## src/rtl/key_debouncer_pkg.sv

```systemverilog
`default_nettype none
// ============================================================================
//  Module   : key_debouncer_pkg
//  Purpose  : Shared channel state encoding and counter sizing helper.
//  Revision : 1.0  initial release
// ============================================================================
package key_debouncer_pkg;

    typedef enum logic [1:0] {
        ST_RELEASED     = 2'd0,
        ST_PRESS_WAIT   = 2'd1,
        ST_PRESSED      = 2'd2,
        ST_RELEASE_WAIT = 2'd3
    } key_state_t;

    // Width able to hold 0 .. max(a,b)-1, never narrower than one bit.
    function automatic int cnt_width(input int a, input int b);
        int m;
        int w;
        m = (a > b) ? a : b;
        w = $clog2(m);
        return (w < 1) ? 1 : w;
    endfunction

endpackage
`default_nettype wire

```

## src/rtl/key_debounce_channel.sv

```systemverilog
`default_nettype none
// ============================================================================
//  Module   : key_debounce_channel
//  Purpose  : One key: two-flop synchroniser, debounce FSM, auto-repeat timer.
//  Revision : 1.0  initial release
// ============================================================================
module key_debounce_channel
    import key_debouncer_pkg::*;
#(
    parameter int DEBOUNCE_CYCLES = 500000,
    parameter int ACTIVE_LOW      = 1,
    parameter int REPEAT_EN       = 0,
    parameter int HOLD_CYCLES     = 25000000,
    parameter int REPEAT_CYCLES   = 5000000
) (
    input  logic clk,
    input  logic rst_n,
    input  logic i_raw,
    output logic o_stable,
    output logic o_press,
    output logic o_release,
    output logic o_held
);

    localparam int c_cnt_w = cnt_width(DEBOUNCE_CYCLES, DEBOUNCE_CYCLES);
    localparam int c_rpt_w = cnt_width(HOLD_CYCLES, REPEAT_CYCLES);
    localparam logic [c_cnt_w-1:0] c_cnt_max  = c_cnt_w'(DEBOUNCE_CYCLES - 1);
    localparam logic [c_rpt_w-1:0] c_hold_max = c_rpt_w'(HOLD_CYCLES - 1);
    localparam logic [c_rpt_w-1:0] c_rep_max  = c_rpt_w'(REPEAT_CYCLES - 1);
    localparam logic               c_rel_lvl  = (ACTIVE_LOW != 0);

    key_state_t         r_state;
    logic               r_sync1;
    logic               r_sync2;
    logic [c_cnt_w-1:0] r_cnt;
    logic [c_rpt_w-1:0] r_rpt;
    logic               r_first;
    logic               r_stable;
    logic               r_press;
    logic               r_release;
    logic               r_held;
    logic               w_p;

    assign w_p = r_sync2 ^ c_rel_lvl;

    always_ff @(posedge clk or negedge rst_n) begin
        if (!rst_n) begin
            r_sync1   <= c_rel_lvl;
            r_sync2   <= c_rel_lvl;
            r_state   <= ST_RELEASED;
            r_cnt     <= '0;
            r_rpt     <= '0;
            r_first   <= 1'b1;
            r_stable  <= c_rel_lvl;
            r_press   <= 1'b0;
            r_release <= 1'b0;
            r_held    <= 1'b0;
        end else begin
            r_sync1   <= i_raw;
            r_sync2   <= r_sync1;
            r_press   <= 1'b0;
            r_release <= 1'b0;
            case (r_state)
                ST_RELEASED: begin
                    if (w_p) begin
                        r_state <= ST_PRESS_WAIT;
                        r_cnt   <= '0;
                    end
                end
                ST_PRESS_WAIT: begin
                    if (!w_p) begin
                        r_state <= ST_RELEASED;
                        r_cnt   <= '0;
                    end else if (r_cnt == c_cnt_max) begin
                        r_state  <= ST_PRESSED;
                        r_cnt    <= '0;
                        r_stable <= ~c_rel_lvl;
                        r_held   <= 1'b1;
                        r_press  <= 1'b1;
                        r_rpt    <= '0;
                        r_first  <= 1'b1;
                    end else begin
                        r_cnt <= r_cnt + 1'b1;
                    end
                end
                ST_PRESSED: begin
                    // The repeat timer only advances on cycles that are
                    // confirmed pressed; a release glitch just pauses it.
                    if (!w_p) begin
                        r_state <= ST_RELEASE_WAIT;
                        r_cnt   <= '0;
                    end else if (REPEAT_EN != 0) begin
                        if (r_rpt == (r_first ? c_hold_max : c_rep_max)) begin
                            r_press <= 1'b1;
                            r_rpt   <= '0;
                            r_first <= 1'b0;
                        end else begin
                            r_rpt <= r_rpt + 1'b1;
                        end
                    end
                end
                ST_RELEASE_WAIT: begin
                    if (w_p) begin
                        r_state <= ST_PRESSED;
                        r_cnt   <= '0;
                    end else if (r_cnt == c_cnt_max) begin
                        r_state   <= ST_RELEASED;
                        r_cnt     <= '0;
                        r_stable  <= c_rel_lvl;
                        r_held    <= 1'b0;
                        r_release <= 1'b1;
                    end else begin
                        r_cnt <= r_cnt + 1'b1;
                    end
                end
                default: begin
                    r_state <= ST_RELEASED;
                    r_cnt   <= '0;
                end
            endcase
        end
    end

    assign o_stable  = r_stable;
    assign o_press   = r_press;
    assign o_release = r_release;
    assign o_held    = r_held;

endmodule
`default_nettype wire

```

## src/rtl/key_debouncer.sv

```systemverilog
`default_nettype none
// ============================================================================
//  Module   : key_debouncer
//  Purpose  : NUM_KEYS independent debounce channels for the DE2 push keys.
//  Revision : 1.0  initial release
// ============================================================================
module key_debouncer
    import key_debouncer_pkg::*;
#(
    parameter int NUM_KEYS        = 4,
    parameter int DEBOUNCE_CYCLES = 500000,
    parameter int ACTIVE_LOW      = 1,
    parameter int REPEAT_EN       = 0,
    parameter int HOLD_CYCLES     = 25000000,
    parameter int REPEAT_CYCLES   = 5000000
) (
    input  logic                clk_clk,
    input  logic                reset_reset_n,
    input  logic [NUM_KEYS-1:0] raw_in,
    output logic [NUM_KEYS-1:0] stable_out,
    output logic [NUM_KEYS-1:0] press_pulse,
    output logic [NUM_KEYS-1:0] release_pulse,
    output logic [NUM_KEYS-1:0] held
);

    for (genvar i = 0; i < NUM_KEYS; i++) begin : g_key
        key_debounce_channel #(
            .DEBOUNCE_CYCLES (DEBOUNCE_CYCLES),
            .ACTIVE_LOW      (ACTIVE_LOW),
            .REPEAT_EN       (REPEAT_EN),
            .HOLD_CYCLES     (HOLD_CYCLES),
            .REPEAT_CYCLES   (REPEAT_CYCLES)
        ) u_chan (
            .clk       (clk_clk),
            .rst_n     (reset_reset_n),
            .i_raw     (raw_in[i]),
            .o_stable  (stable_out[i]),
            .o_press   (press_pulse[i]),
            .o_release (release_pulse[i]),
            .o_held    (held[i])
        );
    end

endmodule
`default_nettype wire

```

## config.mk

```make
export PLATFORM = sky130hd
export DESIGN_NAME = key_debouncer
export DESIGN_NICKNAME = d
export VERILOG_FILES = /design/src/rtl/key_debouncer_pkg.sv /design/src/rtl/key_debounce_channel.sv /design/src/rtl/key_debouncer.sv
export SDC_FILE = /design/constraint.sdc
export NUM_CORES = 1
export LEC_CHECK = 0
export ABC_AREA = 1
export CAP_MARGIN = 10
export CORE_ASPECT_RATIO = 1.2
export CORE_MARGIN = 2
export CORE_UTILIZATION = 61
export DETAILED_ROUTE_END_ITERATION = 6
export HOLD_SLACK_MARGIN = 0.15
export PLACE_DENSITY = 0.83
export SYNTH_ARGS = -nofsm -noshare
export SYNTH_HDL_FRONTEND = slang
export SYNTH_SLANG_ARGS = --single-unit
export TNS_END_PERCENT = 20
```

## constraint.sdc

```tcl
create_clock -name clk_clk -period 1.9 [get_ports clk_clk]
set_clock_uncertainty 0.2 [all_clocks]
set_input_delay 0.285 -clock clk_clk [delete_from_list [all_inputs] [get_ports clk_clk]]
set_output_delay 0.285 -clock clk_clk [all_outputs]
set_load 0.1 [all_outputs]
```

# Yosys cells after proc, flatten, opt, wreduce, memory -nomap -nowiden
# Index checks and enable logic that the tools add are counted.
# totals
register_bits	108
output_inout_bits	16
input_bits	6
# classes
n_eq_ne	48
n_addsub	4
reduce_logical	20
muxes	104
# ops
operator	count
19-bit two-way mux	20
19-bit one-hot mux with 4 select lines	4
19-bit by 1-bit adder with 19-bit output, second input constant	4
19-bit equality test, second input constant	4
2-bit two-way mux	24
1-bit two-way mux	44
2-bit by 1-bit inequality test with 1-bit output, second input constant	16
2-bit one-hot mux with 4 select lines	4
5-bit AND reduction	4
2-bit equality test, second input constant	8
2-bit inequality test, second input constant	8
1-bit one-hot mux with 2 select lines	8
4-bit AND reduction	4
3-bit by 1-bit inequality test with 1-bit output, second input constant	4
3-bit inequality test, second input constant	4
2-bit by 1-bit equality test with 1-bit output, second input constant	4
2-bit zero test	4
2-bit AND reduction	4
2-bit nonzero test	4

# Depth between registers and ports, before layout
# logic_depth
ltp_word	4
mapped_depth	10
mapped_depth_nobuf	9

# Cells and area by module
# Synthesis repeated with hierarchy kept, for this count alone.
# hier_totals
hier_cells	871
area_unflattened_um2	6282.3
# by_module_without_submodules
module	n_inst	cells_per_inst	seq_area_each_um2	area_per_inst_um2
key_debounce_channel at g_key[0].u_chan ...	3	215	679.4	1544.0
key_debounce_channel at g_key[3].u_chan	1	226	679.4	1650.3

# Worst setup path before layout
# Ideal clock, no wire load.
# synth_path
path_kind	reg-to-reg
start	register g_key[3].u_chan.r_cnt[0]
end	register g_key[3].u_chan.r_cnt[10]
setup_time_ns	0.119
required_ns	1.581
path_slack_ns	0.155
stages_incl_launch_ff	9
t_arrival_ns	1.426
n_path_buf	0
path_cell_list	dfrtp_1 > ha_1 > nand2_2 > nor2_4 > nand2_4 > nor3_4 > nand2_2 > o21ai_1 > nor2_1
# synth_between
elab_chain_cells	4
word_cells_on_any_way	6
# synth_rtl
item	line	rtl
start: declaration	key_debounce_channel.sv:35	logic [c_cnt_w-1:0] r_cnt;
start signal: assignment	key_debounce_channel.sv:83	r_cnt <= r_cnt + 1'b1;
start signal: assignment	key_debounce_channel.sv:113	r_cnt <= r_cnt + 1'b1;
19-bit by 1-bit adder with 19-bit output or 19-bit equality test (tied branches)	n/a	
19-bit two-way mux (*)	key_debounce_channel.sv:74, key_debounce_channel.sv:106	
19-bit two-way mux, on equally long branches	key_debounce_channel.sv:103, key_debounce_channel.sv:71	
19-bit one-hot mux with 4 select lines (*)	key_debounce_channel.sv:63	case (r_state)
# Mark *: on every way between the ends. The rest lies on a longest branch, timed or not.
# A chain may end at the register's enable or synchronous reset.

# Worst setup path after layout
# layout_path
start	register g_key[2].u_chan.r_cnt[1]
end	register g_key[2].u_chan.r_held
# layout_between
elab_chain_cells	3
word_cells_on_any_way	4
# layout_rtl
item	line	rtl
start: declaration	key_debounce_channel.sv:35	
start signal: assignment	key_debounce_channel.sv:83	
start signal: assignment	key_debounce_channel.sv:113	
19-bit equality test (*)	key_debounce_channel.sv:74, key_debounce_channel.sv:106	
2-bit by 1-bit inequality test with 1-bit output (no source line)	n/a	
5-bit AND reduction (no source line) (*)	n/a	
end signal: assignment	key_debounce_channel.sv:57	r_held <= 1'b0;
end signal: assignment	key_debounce_channel.sv:78	r_held <= 1'b1;
end signal: assignment	key_debounce_channel.sv:110	r_held <= 1'b0;
end: declaration	key_debounce_channel.sv:41	logic r_held;
# Marks and branches as above.

==> results.cfg <==
[clocking]
clock_sinks = 108
cts-buffers-inserted = 9
cts_max_level = 3
cts_buffer_depth = 2
root_buffer = clkbuf_16
cts_tree = built
clk_latency_ns = 0.35
cts.clk_slew.worst_paths_ns = 0.07

[critical_path]
worstSetupStartpointType = flop
crit_path_top_delay_cell = dfrtp_1
end_kind = flop
required_ns = 1.95
path_cells = ha_1 > nand2_2 > nor2_4 > inv_1 > nor3_2 > nand3_1 > nand2_1 > nand2_1
cp_common_cell = nand2_1
crit_arrival_ns = 1.87
cp_max_fo = 6
crit_type = reg2reg
cpPeakStageDelay_ns = 0.40

[synthesis]
synth_top_area_cell = dfrtp_1
async_flop_share = 1.000
postSynthCellCount = 823
avgSynthCellArea_sq_um = 7.532
ys_seq_area_frac = 0.4384
synth_area_leaders = dfrtp_1 (39%), nand2_1 (13%), nand3_1 (6.9%)
yosys_warnings = 0
synth-xor-area-share = 0.02543
synth_cell_types = 39
synth-main-ff-cell = dfrtp_1
syn_area_sq_um = 6198
ys_ff_latch = 108
synth_compound_area_frac = 0.07307
synth_top_family_by_area = simple AND/OR/NAND/NOR gates
synth_top_area_share = 0.3876
synthMuxAreaShare = 0
syn-num-nets = 833
yosys.area_share.simple = 0.3650
synthAdderAreaFrac = 0.008074
synth_edf_count = 0

[global_route]
grt.busiest_layer = met2
grt_max_degree = 58
grt.overflow.total = 0
antenna_found_initial = 0
met1_usage = 0.3572
globalRouteMet2Util = 0.4787
grtUsageTotal = 0.2858
grt_pass1_wl_um = 24860
grt.met3_usage = 0.04279
grt_pass1_vias = 5551

[placement]
dpl_cell_area_sq_um = 6746
dp_cells = 968
place.gp.congestion = 0.9481
io_buffers = 21
post-dp-hpwl_um = 10370

[sta]
tns_ns = 0
final.min_clock_period_ns = 1.824
worst_slew_pin_slew_ns = 0.4526
slew_headroom = 0.6959
finalCritPeriodShare = 0.9599
setup_viol = 0
timing.hold.ws_ns = 0.1572
rsz0062_at_grt = yes
timing.fmax_mhz = 548.3
slew_viol_final = 0
hold_violations = 0

[floorplan]
initial_core_util = 0.6224
core-area_sq_um = 9960
io_pins = 22
fp.dieH_um = 114.4
row_count = 40
dieArea_sq_um = 10990
die_x_um = 96.02

[detailed_routing]
drtIter0Drc = 360
drc = 0
vias = 5647
firstDrtPassIters = 6
wl_per_cell_um = 14.49
drtAntennaViolNets = 0
wirelength_um = 14390
vias_per_cell = 5.687

[layout]
final_cell_mix = nand2_1 (216), dfrtp_1 (96), inv_1 (92), nand3_1 (84), nor2_1 (78)
layout_commonest_cell = nand2_1
area_growth_pct = 16.45
drive_gt1_frac = 0.1557
stdcell_area_sq_um = 7218
n_antenna_cell = 0
final_cells = 993
nNetsFinal = 872

[worst_hold_path]
holdCritPathClass = reg2reg

[pwr]
powerDensity_nw_per_um2 = 758.6
ir_worst_vdd_mv = 0.5083
total_leakage_power_nw = 3.204
total_power_mw = 5.476

[run_status]
status = completed

[run]
cap_viol_max_count = 0
critical path, delay by kind of cell (launching register included):
kind | cells | cell delay, ns
AND/OR/NAND/NOR | 6 | 0.77
flip-flops | 1 | 0.40
adder cells (fa/ha/maj) | 1 | 0.22
buffers and inverters | 1 | 0.12
final timing paths:
kind	start	to	slack [ns]	cells after the start
setup / recovery	g_key[2].u_chan.r_cnt[1]	g_key[2].u_chan.o_held	0.08	8
hold / removal	g_key[0].u_chan.r_sync1	g_key[0].u_chan.r_sync2	0.16	0
setup reg to reg	g_key[2].u_chan.r_cnt[1]	g_key[2].u_chan.o_held	0.08	8
hold reg to reg	g_key[0].u_chan.r_sync1	g_key[0].u_chan.r_sync2	0.16	0
max in group asynchronous	reset_reset_n	g_key[0].u_chan.r_sync1	0.65	3
min in group asynchronous	reset_reset_n	g_key[2].u_chan.o_release	0.19	2
sequential cells by signal (all words and copies together), names as in the netlist, named ones only:
signal and count:
g_key.u_chan.o_held 4, g_key.u_chan.o_press 4, g_key.u_chan.o_release 4, g_key.u_chan.o_stable 4
g_key.u_chan.r_cnt 76, g_key.u_chan.r_state 4, g_key.u_chan.r_sync1 4, g_key.u_chan.r_sync2 4
power breakdown:
group | total (mW) | switching [mW] | internal (mW)
clock | 1.93 | 0.864 | 1.06
sequential | 2.55 | 0.132 | 2.42
combinational | 0.998 | 0.674 | 0.325
total | 5.48 | 1.67 | 3.81
kinds of logic (layout without fill, tap and decap cells):
kind of cell / Yosys count / in the layout
AND/OR/NAND/NOR: 485 / 485
flip-flops: 108 / 108
buffers and inverters: 126 / 170
adder cells (fa/ha/maj): 4 / 4
AO/OA/AOI/OAI: 82 / 82
XOR/XNOR: 18 / 18
area by class of cell:
class / instances / area (sq um)
repair buffers: 54 / 654.4
fillers: 740 / 2741
clock buffers: 11 / 242.7
clock inverters: 5 / 60.06
well taps: 126 / 157.7
inverters: 100 / 375.4
multi-input cells: 589 / 3010
flip-flops and latches: 108 / 2718
through the flow:
stage,utilization,setup WS (ns)
floorplan,-,0.1546
global placement,0.6774,-0.09934
detailed placement,0.6774,-0.1936
CTS,0.7126,-0.05284
global route,0.7247,-0.03257
finish,0.7247,0.07628
synthesized netlist by cell type, types with 11 or more instances:
master / instances
nand2_1: 216
dfrtp_1: 96
inv_1: 92
nand3_1: 86
nor2_1: 85
o21ai_0: 37
nand4_1: 32
nor3_1: 22
buf_4: 17
xor2_1: 15
a21oi_1: 12
dfstp_2: 12
nand2_2: 11
o22ai_1: 11
routing by layer:
metal | vias up | part of all wire
li1 | 2745 | -
met1 | 2680 | 0.41
met2 | 194 | 0.52
met3 | 28 | 0.046
met4 | 0 | 0.024
met5 | - | 0
what timing repair did:
item | CTS | global route
resized for setup | 2 | 24
hold endpoints to repair | 102 | 0
gates cloned | 0 | 0
hold buffers | 4 | 0
buffers inserted | 0 | 5
pin swaps | 0 | 8
setup endpoints to repair | 24 | 60
No activity file was read; power rests on OpenSTA's default activity.
